<file path="src/rtl/enum_pkg.sv">
// Shared enumerations for the execute stage.
// br_ty_e: 3-bit branch type consumed by branch_resolve_unit.
package enum_pkg;

    typedef enum logic [2:0] {
        BEQ  = 3'b000,
        BNE  = 3'b001,
        NB   = 3'b010,
        J    = 3'b011,
        BLT  = 3'b100,
        BGE  = 3'b101,
        BLTU = 3'b110,
        BGEU = 3'b111
    } br_ty_e;

endpackage

</file>
<file path="src/rtl/branch_pht.sv">
// Pattern history table of saturating counters, one lookup port, one update port.
// Ports: i_clk, i_rst, i_upd_en/i_upd_idx/i_upd_tk (update), i_lk_idx/o_lk_ctr (lookup).
module branch_pht #(
    parameter int PHT_DEPTH = 64,
    parameter int CTR_BITS  = 2,
    parameter int IDX_W     = $clog2(PHT_DEPTH)
) (
    input  logic                i_clk,
    input  logic                i_rst,
    input  logic                i_upd_en,
    input  logic [IDX_W-1:0]    i_upd_idx,
    input  logic                i_upd_tk,
    input  logic [IDX_W-1:0]    i_lk_idx,
    output logic [CTR_BITS-1:0] o_lk_ctr
);

    // Weakly not-taken: MSB clear, all lower bits set.
    localparam logic [CTR_BITS-1:0] CTR_INIT =
        CTR_BITS'((1 << (CTR_BITS - 1)) - 1);
    localparam logic [CTR_BITS-1:0] CTR_MAX = {CTR_BITS{1'b1}};

    function automatic logic [CTR_BITS-1:0] sat_next(
        input logic [CTR_BITS-1:0] ctr,
        input logic                tk
    );
        if (tk)
            sat_next = (ctr == CTR_MAX) ? ctr : ctr + 1'b1;
        else
            sat_next = (ctr == '0) ? ctr : ctr - 1'b1;
    endfunction

    logic [CTR_BITS-1:0] r_pht [PHT_DEPTH];

    // Lookup reads registered state only, so a same-cycle update is not seen.
    assign o_lk_ctr = r_pht[i_lk_idx];

    always_ff @(posedge i_clk) begin
        if (i_rst) begin
            for (int i = 0; i < PHT_DEPTH; i++)
                r_pht[i] <= CTR_INIT;
        end else if (i_upd_en) begin
            r_pht[i_upd_idx] <= sat_next(r_pht[i_upd_idx], i_upd_tk);
        end
    end

endmodule

</file>
<file path="src/rtl/branch_resolve_unit.sv">
// Execute-stage branch resolver with PHT prediction, redirect and wrong-path squash.
// Ports: i_valid/i_stall/i_a/i_b/i_br_ty/i_pc/i_target/i_pred_tk resolve side,
// i_f_pc/o_f_pred_tk fetch lookup, o_valid/o_br_tk/o_mispredict/o_redirect_pc results,
// o_br_cnt/o_mispred_cnt perf counters (present only with BR_PERF_CNT_EN defined).
module branch_resolve_unit
    import enum_pkg::*;
#(
    parameter int XLEN      = 32,
    parameter int PHT_DEPTH = 64,
    parameter int CTR_BITS  = 2
) (
    input  logic            i_clk,
    input  logic            i_rst,
    input  logic            i_valid,
    input  logic            i_stall,
    input  logic [XLEN-1:0] i_a,
    input  logic [XLEN-1:0] i_b,
    input  logic [2:0]      i_br_ty,
    input  logic [XLEN-1:0] i_pc,
    input  logic [XLEN-1:0] i_target,
    input  logic            i_pred_tk,
    input  logic [XLEN-1:0] i_f_pc,
    output logic            o_f_pred_tk,
    output logic            o_valid,
    output logic            o_br_tk,
    output logic            o_mispredict,
    output logic [XLEN-1:0] o_redirect_pc,
    output logic [31:0]     o_br_cnt,
    output logic [31:0]     o_mispred_cnt
);

    localparam int IDX_W = $clog2(PHT_DEPTH);

    br_ty_e              w_ty;
    logic                w_tk;
    logic                w_cond;
    logic                w_accept;
    logic                w_mis;
    logic [XLEN-1:0]     w_pc4;
    logic [CTR_BITS-1:0] w_lk_ctr;
    logic                w_unused_fpc;
    logic                r_squash;

    assign w_ty = br_ty_e'(i_br_ty);

    always_comb begin
        w_tk = 1'b0;
        unique case (w_ty)
            BEQ:  w_tk = (i_a == i_b);
            BNE:  w_tk = (i_a != i_b);
            BLT:  w_tk = ($signed(i_a) < $signed(i_b));
            BGE:  w_tk = ($signed(i_a) >= $signed(i_b));
            BLTU: w_tk = (i_a < i_b);
            BGEU: w_tk = (i_a >= i_b);
            NB:   w_tk = 1'b0;
            J:    w_tk = 1'b1;
            default: w_tk = 1'b0;
        endcase
    end

    assign w_cond   = (w_ty != NB) && (w_ty != J);
    assign w_accept = i_valid && !i_stall && !r_squash;
    assign w_mis    = (w_tk != i_pred_tk);
    assign w_pc4    = i_pc + XLEN'(4);

    // Only the index bits of the fetch PC take part in the lookup.
    assign w_unused_fpc =
        ^{i_f_pc[XLEN-1:IDX_W+2], i_f_pc[1:0]};

    branch_pht #(
        .PHT_DEPTH (PHT_DEPTH),
        .CTR_BITS  (CTR_BITS),
        .IDX_W     (IDX_W)
    ) u_pht (
        .i_clk     (i_clk),
        .i_rst     (i_rst),
        .i_upd_en  (w_accept && w_cond),
        .i_upd_idx (i_pc[IDX_W+1:2]),
        .i_upd_tk  (w_tk),
        .i_lk_idx  (i_f_pc[IDX_W+1:2]),
        .o_lk_ctr  (w_lk_ctr)
    );

    assign o_f_pred_tk = w_lk_ctr[CTR_BITS-1];

    always_ff @(posedge i_clk) begin
        if (i_rst) begin
            o_valid       <= 1'b0;
            o_br_tk       <= 1'b0;
            o_mispredict  <= 1'b0;
            o_redirect_pc <= '0;
            r_squash      <= 1'b0;
        end else if (!i_stall) begin
            if (w_accept) begin
                o_valid       <= 1'b1;
                o_br_tk       <= w_tk;
                o_mispredict  <= w_mis;
                o_redirect_pc <= w_tk ? i_target : w_pc4;
                r_squash      <= w_mis;
            end else begin
                // Either idle or dropping the wrong-path slot.
                o_valid       <= 1'b0;
                o_mispredict  <= 1'b0;
                r_squash      <= 1'b0;
            end
        end
    end

`ifdef BR_PERF_CNT_EN
    logic [31:0] r_br_cnt;
    logic [31:0] r_mispred_cnt;

    always_ff @(posedge i_clk) begin
        if (i_rst) begin
            r_br_cnt      <= '0;
            r_mispred_cnt <= '0;
        end else if (w_accept) begin
            if (w_cond)
                r_br_cnt <= r_br_cnt + 32'd1;
            if (w_mis)
                r_mispred_cnt <= r_mispred_cnt + 32'd1;
        end
    end

    assign o_br_cnt      = r_br_cnt;
    assign o_mispred_cnt = r_mispred_cnt;
`else
    assign o_br_cnt      = '0;
    assign o_mispred_cnt = '0;
`endif

endmodule
</file>
<file path="config.mk">
export PLATFORM = sky130hd
export DESIGN_NAME = branch_resolve_unit
export DESIGN_NICKNAME = d
export VERILOG_FILES = /design/src/rtl/enum_pkg.sv /design/src/rtl/branch_pht.sv /design/src/rtl/branch_resolve_unit.sv
export SDC_FILE = /design/constraint.sdc
export NUM_CORES = 1
export LEC_CHECK = 0
export CAP_MARGIN = 0
export CORE_AREA = 2 2 224 116
export CTS_BUF_LIST = sky130_fd_sc_hd__clkbuf_8 sky130_fd_sc_hd__clkbuf_16
export DETAILED_ROUTE_END_ITERATION = 10
export DIE_AREA = 0 0 226 118
export HOLD_SLACK_MARGIN = 0.15
export PLACE_DENSITY_LB_ADDON = 0.12
export SYNTH_ARGS = -nofsm -noshare
export SYNTH_HDL_FRONTEND = slang
export SYNTH_SLANG_ARGS = --single-unit
</file>
<file path="constraint.sdc">
create_clock -name i_clk -period 3.1 [get_ports i_clk]
set_clock_uncertainty 0.1 [all_clocks]
set_input_delay 0.31 -clock i_clk [delete_from_list [all_inputs] [get_ports i_clk]]
set_output_delay 0.31 -clock i_clk [all_outputs]
set_load 0.005 [all_outputs]
</file>
==> flow_summary.ini, run 1 <==
[detailed_routing]
routedWlPerCell_um = 22.8
initialDrtViolationCount = 1106
drc = 0
dr.pass1.iters = 5
drt-total-wl_mm = 39.0
vias = 10100
ant_nets = 0
vias_per_cell = 5.88

[power]
power.clock.fraction_pct = 34.4
p_leak_nw = 5.89
vdd_ir_drop_max_mv = 0.299
p_comb_share_pct = 26.3
seqPwrFrac_pct = 39.3
netSwitchingPower_mw = 1.88
power_mw = 6.28
swShare_pct = 30.0
p_int_mw = 4.40
power_density_nw_per_um2 = 410

[placement]
place.gp.congestion = 0.939
dpl.hpwl_mm = 28.0
postPlaceCellArea_um2 = 14000
dpl.cell_count = 1661
io_buffer_count = 177

[cts]
worstSkewPairLatency_ns = 0.45
htree_levels = 4
clock_path_buffers = 2
path_clk_slew_ns = 0.07
clockRootBuffer = clkbuf_16
clock_sinks = 163
numCtsBuffers = 17
cts_tree = done

[floorplan]
coreArea_um2 = 24700
chipWidth_um = 226
io_pins = 268
dieArea_um2 = 26700
fp.dieH_um = 118
core.rowCount = 41
initial_core_util_pct = 45.1

[min_path]
hp-class = flop to flop

[layout]
fin_nets = 1557
final_util_pct = 62.1
n_antenna_cell = 0
fin_cells = 1713
fillers = 2050
final_area_um2 = 15300
drive_gt1_share_pct = 24.1
area_growth_pct = 37.5

[sta]
hold_viol_final = 0
setup_viol = 63
drv_slew = 0
worst_pin_slew_ns = 1.06
relSlewSlack_pct = 29.3
fin_crit_sh_pct = 102
fmax_mhz = 315
fin_ws_ns = -0.0710
tns_ns = -2.18
min_period_ns = 3.17
grt_setup_unrepaired = true

[synthesis]
synth_fa_ha_area_share_pct = 3.71
synth_cells = 1098
synth.avg_cell_area_um2 = 10.1
synth-edff-count = 128
ys_warn_count = 0
synth.yosys.seq_area_share_pct = 40.8
yosys_register_bits = 163
yosys.area_share.simple_pct = 20.2
synthArstFlopShare_pct = 0
synthMuxAreaShare_pct = 8.89
synth-compound-area-share_pct = 14.0
ys_types = 71
synth_top_family_by_area = simple AND/OR/NAND/NOR gates
syn_area_um2 = 11100
synth_xor_area_share_pct = 2.20
synthFlopType = edfxtp_1

[critical_path]
cp_data_arrival_time_ns = 3.26
crit_path_start_kind = flop
reg2reg_slack_ns = -0.07
endpoint_kind = flop
path_class = flop to flop
crit_required_ns = 3.19
crit_fanout = 9

[global_route]
grt_pass1_vias = 9513
grt_pass1_wl_mm = 57.9
busiest_layer = met1
overflow = 0
met1_usage_pct = 45.4
grt_antenna_before_repair = 1
use_met2_pct = 37.4
met3_usage_pct = 11.2
grt_max_degree = 105
grt_util_all_layers_pct = 29.2

[outcome]
violations = negative setup slack
outcome = complete, but fails checks

[run]
cap_violations = 0
[layer usage]
metal | vias to the layer above | routed length (um)
met3 | 37 | 4910
li1 | 4556 | -
met2 | 576 | 15500
met1 | 4907 | 18100
met4 | 2 | 464
met5 | - | 13
[metrics by stage]
stage          hold WS [ns]  setup slack [ns]
2_1_floorplan         0.349            0.0216
3_5_place_dp          0.343            -0.706
3_3_place_gp          0.338            -0.645
5_1_grt               0.372            -0.111
4_1_cts               0.342          -0.00665
6_report              0.353           -0.0710
[path summary, 6_finish.rpt]
kind / start / endpoint / depth (start not counted)
setup reg to reg: u_pht.r_pht[42][1] / u_pht.r_pht[44][1] / 10
hold / removal: o_redirect_pc[4] / o_redirect_pc[4] / 2
setup / recovery: u_pht.r_pht[42][1] / u_pht.r_pht[44][1] / 10
hold reg to reg: o_redirect_pc[4] / o_redirect_pc[4] / 2
[worst max-delay path: stages (launching register included)]
cell	delay, ns
edfxtp_1	0.46
mux4_2	0.49
mux2i_1	0.18
o22ai_2	0.13
a21oi_2	0.20
or4b_4	0.52
buf_6	0.14
a32oi_4	0.22
buf_12	0.22
clkbuf_16	0.18
nor4_1	0.05
[synth_stat cells, drive strengths merged (35+ instances only)]
cell / instances / area (um^2)
dfxtp: 35 / 701
nand2: 80 / 300
clkbuf: 66 / 249
buf: 99 / 733
nand2b: 38 / 238
inv: 39 / 146
nand4: 36 / 225
edfxtp: 128 / 3840
nor4: 38 / 238
mux4: 36 / 811
nor3: 41 / 205
nor2: 40 / 153
[kinds of logic after synthesis]
logic type / after synthesis
adders and majority gates: 33
and+or+nand+nor: 404
muxes: 53
DFF: 163
buffers and inverters: 204
xor gates and xnor gates: 28
AOI/OAI and AO/OA: 212
other: 1
[final cells by class]
class	count	area, um^2	share of cell area (%)
timing repair buffer	341	3450	22.5
sequential	163	4540	29.7
tap	344	430	2.81
clock inverter	15	154	1.00
multi-input combinational	794	6160	40.3
clock buffer	17	425	2.78
inverter	39	146	0.956
[flip-flops by register name (all words and copies together) (netlist names)]
signal	cells
u_pht.r_pht	128
o_redirect_pc	32
o_br_tk	1
o_valid	1
r_squash	1
[placed cells by master (no fill, tap or decap), drive strengths merged, types with 20 or more instances in the layout]
master and n:
a21oi 28, buf 163, clkbuf 21, clkdlybuf4s50 128, conb 64, dfxtp 35
dlymetal6s2s 34, edfxtp 128, ha 33, inv 44, mux4 36, nand2 80
nand2b 38, nand3 25, nand3b 22, nand4 36, nor2 40, nor3 41
nor3b 21, nor4 38, o211ai 20, o21ai 24, o21bai 34
[power by group through the flow]
stage          clock network (mW)  logic (mW)  registers [mW]
6_report                     2.16        1.65            2.47
5_1_grt                      2.26        1.75            2.48
4_1_cts                      2.17        1.56            2.47
3_5_place_dp                    0        1.46            2.51
3_3_place_gp                    0        1.45            2.51
2_1_floorplan                   0       0.792            2.50
[repair_timing]
item                                   in CTS  in global routing
setup buffers                              12                  4
pin swaps                                  14                 10
endpoints found under the hold margin       1                  0
resized for setup                          50                 88
setup endpoints to repair                 155                161
cloned                                      2                  3
hold buffers                                1                  0
Power figures use the tool's default switching activity.
==> run 2: changes to the inputs <==
--- a/config.mk
+++ b/config.mk
@@ -6,10 +6,10 @@
 export NUM_CORES = 1
 export LEC_CHECK = 0
 export CAP_MARGIN = 0
-export CORE_AREA = 2 2 224 116
+export CORE_AREA = 2 2 215 111
 export CTS_BUF_LIST = sky130_fd_sc_hd__clkbuf_8 sky130_fd_sc_hd__clkbuf_16
 export DETAILED_ROUTE_END_ITERATION = 10
-export DIE_AREA = 0 0 226 118
+export DIE_AREA = 0 0 217 113
 export HOLD_SLACK_MARGIN = 0.15
 export PLACE_DENSITY_LB_ADDON = 0.12
 export SYNTH_ARGS = -nofsm -noshare
==> constraint.sdc (replaced) <==
create_clock -name i_clk -period 3.4 [get_ports i_clk]
set_clock_uncertainty 0.1 [all_clocks]
set_input_delay 0.34 -clock i_clk [delete_from_list [all_inputs] [get_ports i_clk]]
set_output_delay 0.34 -clock i_clk [all_outputs]
set_load 0.005 [all_outputs]
==> run 2 against run 1 <==
Effect of this change:
- the flow now finishes without violations
- clock power shrank 7%
- largest cell class unchanged
- power decreased by 11%
- register-to-register slack improved by 0.27 ns
- final area is 6.8% lower
- clock-buffer cell count is the same
- sequential cell count stayed put
- sequential power down 8.9%
- sequential share of layout area rose by 2.2 points
- final cell count decreased by 5.4%
- combinational power decreased by 19%
- via count fell by 2.4%
==> flow_summary.ini, run 2 (synthesis results as in run 1) <==
[sta]
whs_ns = 0.363
hold_viol_final = 0
fmax_mhz = 301
min_period_ns = 3.33
fin_ws_ns = 0.0746
setup_viol = 0
fin_crit_sh_pct = 97.8
worst_pin_slew_ns = 1.07
relSlewSlack_pct = 28.5
drv_slew = 0

[placement]
dp_slack_ns = -0.425
io_buffer_count = 177
dpl.hpwl_mm = 25.2
place.gp.congestion = 0.921

[global_route]
overflow = 0
grt_util_all_layers_pct = 28.8
grt_pass1_vias = 9783
grt_max_degree = 108
grt_pass1_wl_mm = 54.1
grt_antenna_before_repair = 2

[floorplan]
chipWidth_um = 217
core.rowCount = 39
dieArea_um2 = 24500
initial_core_util_pct = 49.4
io_pins = 268
fp.dieH_um = 113
coreArea_um2 = 22500

[run]
cap_violations = 0

[outcome]
outcome = completed

[critical_path]
crit_fanout = 16
endpoint_kind = output port
crit_path_start_kind = input port
path_class = input port to output port
cp_data_arrival_time_ns = 2.89
crit_required_ns = 2.96

[power]
p_leak_nw = 5.26
power_density_nw_per_um2 = 393
power_mw = 5.60
vdd_ir_drop_max_mv = 0.282

[layout]
final_cell_mix = clkdlybuf4s50_1 (172), edfxtp_1 (128), buf_4 (85), nand2_1 (80), conb_1 (64)
drive_gt1_share_pct = 16.4
final_util_pct = 63.3
fillers = 1828
fin_nets = 1501
reg_top3 = u_pht.r_pht (128), o_redirect_pc (32)
area_growth_pct = 28.1
seq_area_um2 = 4540
top_register = u_pht.r_pht
final_common_cell = clkdlybuf4s50_1
multi_input_area_um2 = 5750
n_antenna_cell = 0
largest_register_ffs = 128

[cts]
htree_levels = 4
clockRootBuffer = clkbuf_16
clock_sinks = 163
numCtsBuffers = 17
path_clk_slew_ns = 0.07
worstSkewPairLatency_ns = 0.44
cts-hold-fix-buffers = 0
cts_tree = done
clock_path_buffers = 2

[detailed_routing]
ant_nets = 0
initialDrtViolationCount = 1086
vias = 9839
drc = 0
vias_per_cell = 6.07
routedWlPerCell_um = 22.1
drt-total-wl_mm = 35.8
dr.pass1.iters = 5

[min_path]
hp-class = flop to flop
-- run 2: cell types whose count changed in the layout (fill, tap and decap cells not counted), sizes merged --
cell           previous run  this run
clkdlybuf4s50           128       172
dlygate4sd2               9         0
buf                     163       108
clkbuf                   21        20
clkinvlp                  3         1
clkinv                    5         6
dlymetal6s2s             34         0
bufinv                    2         3
dlygate4sd3               1         0
-- run 2: cell type report --
cell class / count / area share (%)
sequential: 163 / 31.8
clock buffer: 17 / 2.98
clock inverter: 15 / 1.26
inverter: 39 / 1.03
multi-input combinational: 794 / 40.3
timing repair buffer: 285 / 19.9
tap: 307 / 2.69
-- run 2: timing repair --
item / in CTS / in global routing
endpoints found under the setup margin: 1 / 137
gates cloned: 1 / 2
hold endpoints to repair: 0 / 0
gates resized for setup: 1 / 10
pin swaps: 0 / 7
buffers inserted: 1 / 5
-- run 2: per-stage QoR --
step	setup TNS, ns	std cells	cell area [um^2]
finish	0	1620	14300
global route	-0.0330	1620	14300
CTS	0	1613	14100
detailed placement	-54.75	1579	13500
global placement	-51.25	1579	13500
floorplan	0	1161	11400
-- run 2: power by group --
part,internal [mW],total (mW),switching [mW]
Combinational,0.618,1.34,0.723
Sequential,2.21,2.25,0.0405
Clock,1.16,2.01,0.850
Total,3.99,5.60,1.61
-- run 2: final timing paths --
path                 startpoint                  to  slack [ns]  depth (start not counted)
max                   i_f_pc[3]         o_f_pred_tk        0.07                          6
min            o_redirect_pc[4]    o_redirect_pc[4]        0.36                          2
max reg2reg  u_pht.r_pht[30][1]  u_pht.r_pht[43][0]        0.20                         11
min reg2reg    o_redirect_pc[4]    o_redirect_pc[4]        0.36                          2
-- run 2: routing by layer --
layer  track usage, %  share of wire [%]  wire [um]  up-vias
met4             9.68                2.2        799        2
met5                0              0.036         13        -
met3             5.89                9.0       3220       64
met1             37.4                 40      14300     4767
li1                 -                  -          -     4442
met2             48.5                 49      17400      564
-- run 2: worst max-delay path: stages --
cell,delay (ns)
clkdlybuf4s50_1,0.51
buf_12,0.19
mux4_2,0.36
mux4_2,0.55
mux4_2,0.48
clkdlybuf4s50_1,0.45
==> run 3: changes to the inputs <==
==> constraint.sdc (replaced) <==
create_clock -name i_clk -period 4.2 [get_ports i_clk]
set_clock_uncertainty 0.1 [all_clocks]
set_input_delay 0.42 -clock i_clk [delete_from_list [all_inputs] [get_ports i_clk]]
set_output_delay 0.42 -clock i_clk [all_outputs]
set_load 0.005 [all_outputs]
==> run 3 against run 2 <==
Effect of this change:
- power shrank 22%
- clock power shrank 22%
- sequential cell count is the same
- non-clock buffer count shrank 54
- routed wire length shrank 2.3%
- final area shrank 4.6%
- die area is the same
- global-route usage shrank 0.37 points
- combinational power shrank 27%
- sequential share of layout area grew 1.5 points
- via count shrank 2.2%
==> flow_summary.ini, run 3 (synthesis results as in run 1) <==
[floorplan]
core.rowCount = 39
io_pins = 268
chipWidth_um = 217
fp.dieH_um = 113
dieArea_um2 = 24500
initial_core_util_pct = 49.4
coreArea_um2 = 22500

[sta]
min_period_ns = 3.74
fin_ws_ns = 0.456
setup_viol = 0
fmax_mhz = 267
hold_viol_final = 0
fin_crit_sh_pct = 89.1
relSlewSlack_pct = 26.8
grt_setup_unrepaired = false
tns_ns = 0
worst_pin_slew_ns = 1.10
drv_slew = 0

[critical_path]
cp_data_arrival_time_ns = 3.22
path_cells = clkdlybuf4s50_1 -> buf_12 -> mux4_2 -> mux4_2 -> mux4_2 -> clkdlybuf4s50_1
endpoint_kind = output port
crit_top_cell = mux4_2
crit_path_start_kind = input port
crit_slowest_cell = mux4_2
max_stage_delay_ns = 0.57
crit_fanout = 16
crit_required_ns = 3.68
path_class = input port to output port

[placement]
io_buffer_count = 177
dpl.hpwl_mm = 24.1
place.gp.congestion = 0.902
dpl.cell_count = 1534
dp_slack_ns = 0.257
postPlaceCellArea_um2 = 13100

[layout]
n_antenna_cell = 0
reg_top3 = u_pht.r_pht (128), o_redirect_pc (32)
top_register = u_pht.r_pht
fin_nets = 1447
largest_register_ffs = 128
drive_gt1_share_pct = 12.2
fin_cells = 1565
final_area_um2 = 13600
final_common_cell = clkdlybuf4s50_1
area_growth_pct = 22.2
final_cell_mix = clkdlybuf4s50_1 (173), edfxtp_1 (128), nand2_1 (80), conb_1 (64), buf_4 (47)

[detailed_routing]
dr.pass1.iters = 5
drt-total-wl_mm = 34.9
drc = 0
ant_nets = 0
initialDrtViolationCount = 1103
vias = 9626
routedWlPerCell_um = 22.3
vias_per_cell = 6.15

[cts]
clockRootBuffer = clkbuf_16
path_clk_slew_ns = 0.06
cts-hold-fix-buffers = 0
ctsResizeCount = 0
clock_sinks = 163
htree_levels = 4
cts_tree = done
clock_path_buffers = 2
numCtsBuffers = 17
worstSkewPairLatency_ns = 0.44
postCtsSetupRepairBufs = 0

[global_route]
grt_util_all_layers_pct = 28.4
overflow = 0
grt_pass1_wl_mm = 53.3
grt_antenna_before_repair = 0
grt_max_degree = 108
grt_pass1_vias = 9372

[power]
power_mw = 4.36
p_leak_nw = 4.90
vdd_ir_drop_max_mv = 0.216
power_density_nw_per_um2 = 321

[run]
cap_violations = 0

[outcome]
outcome = completed

[min_path]
hp-class = flop to flop
==> run 3: metal layers <==
| layer | GRT usage (%) | vias to the layer above | wire (um) |
|---|---|---|---|
| met1 | 37.4 | 4701 | 13900 |
| met3 | 6.88 | 75 | 3560 |
| met5 | 0 | - | 0 |
| met2 | 46.4 | 527 | 16500 |
| met4 | 9.59 | 0 | 921 |
| li1 | - | 4323 | - |
==> run 3: critical path: cells and delay by family <==
kind	cells	cell delay, ns
mux	3	1.60
buf+inv	3	1.17
==> run 3: path summary, 6_finish.rpt <==
| path | startpoint | end | slack, ns | depth (start not counted) |
|---|---|---|---|---|
| worst max-delay path | i_f_pc[2] | o_f_pred_tk | 0.46 | 6 |
| worst min-delay path | o_redirect_pc[5] | o_redirect_pc[5] | 0.35 | 2 |
| worst max register to register | u_pht.r_pht[25][1] | u_pht.r_pht[52][0] | 1.01 | 9 |
| worst min register to register | o_redirect_pc[5] | o_redirect_pc[5] | 0.35 | 2 |
==> run 3: per-stage QoR <==
step / utilization, % / hold slack, ns
detailed placement: 57.9 / 0.341
CTS: 60.4 / 0.356
floorplan: - / 0.349
global route: 60.4 / 0.392
finish: 60.4 / 0.355
global placement: 57.9 / 0.337
==> run 3: cell type report <==
type / count / area [um^2]
Tap cell: 307 / 384
Clock buffer: 17 / 425
Sequential cell: 163 / 4540
Multi-Input combinational cell: 794 / 5730
Timing Repair Buffer: 231 / 2240
Fill cell: 1917 / 8930
Inverter: 39 / 146
Clock inverter: 14 / 136
==> run 3: report_power, final <==
group	switching, mW	total [mW]	internal (mW)
combinational	0.558	0.980	0.422
sequential	0.0324	1.82	1.79
clock	0.692	1.56	0.870
total	1.28	4.36	3.08
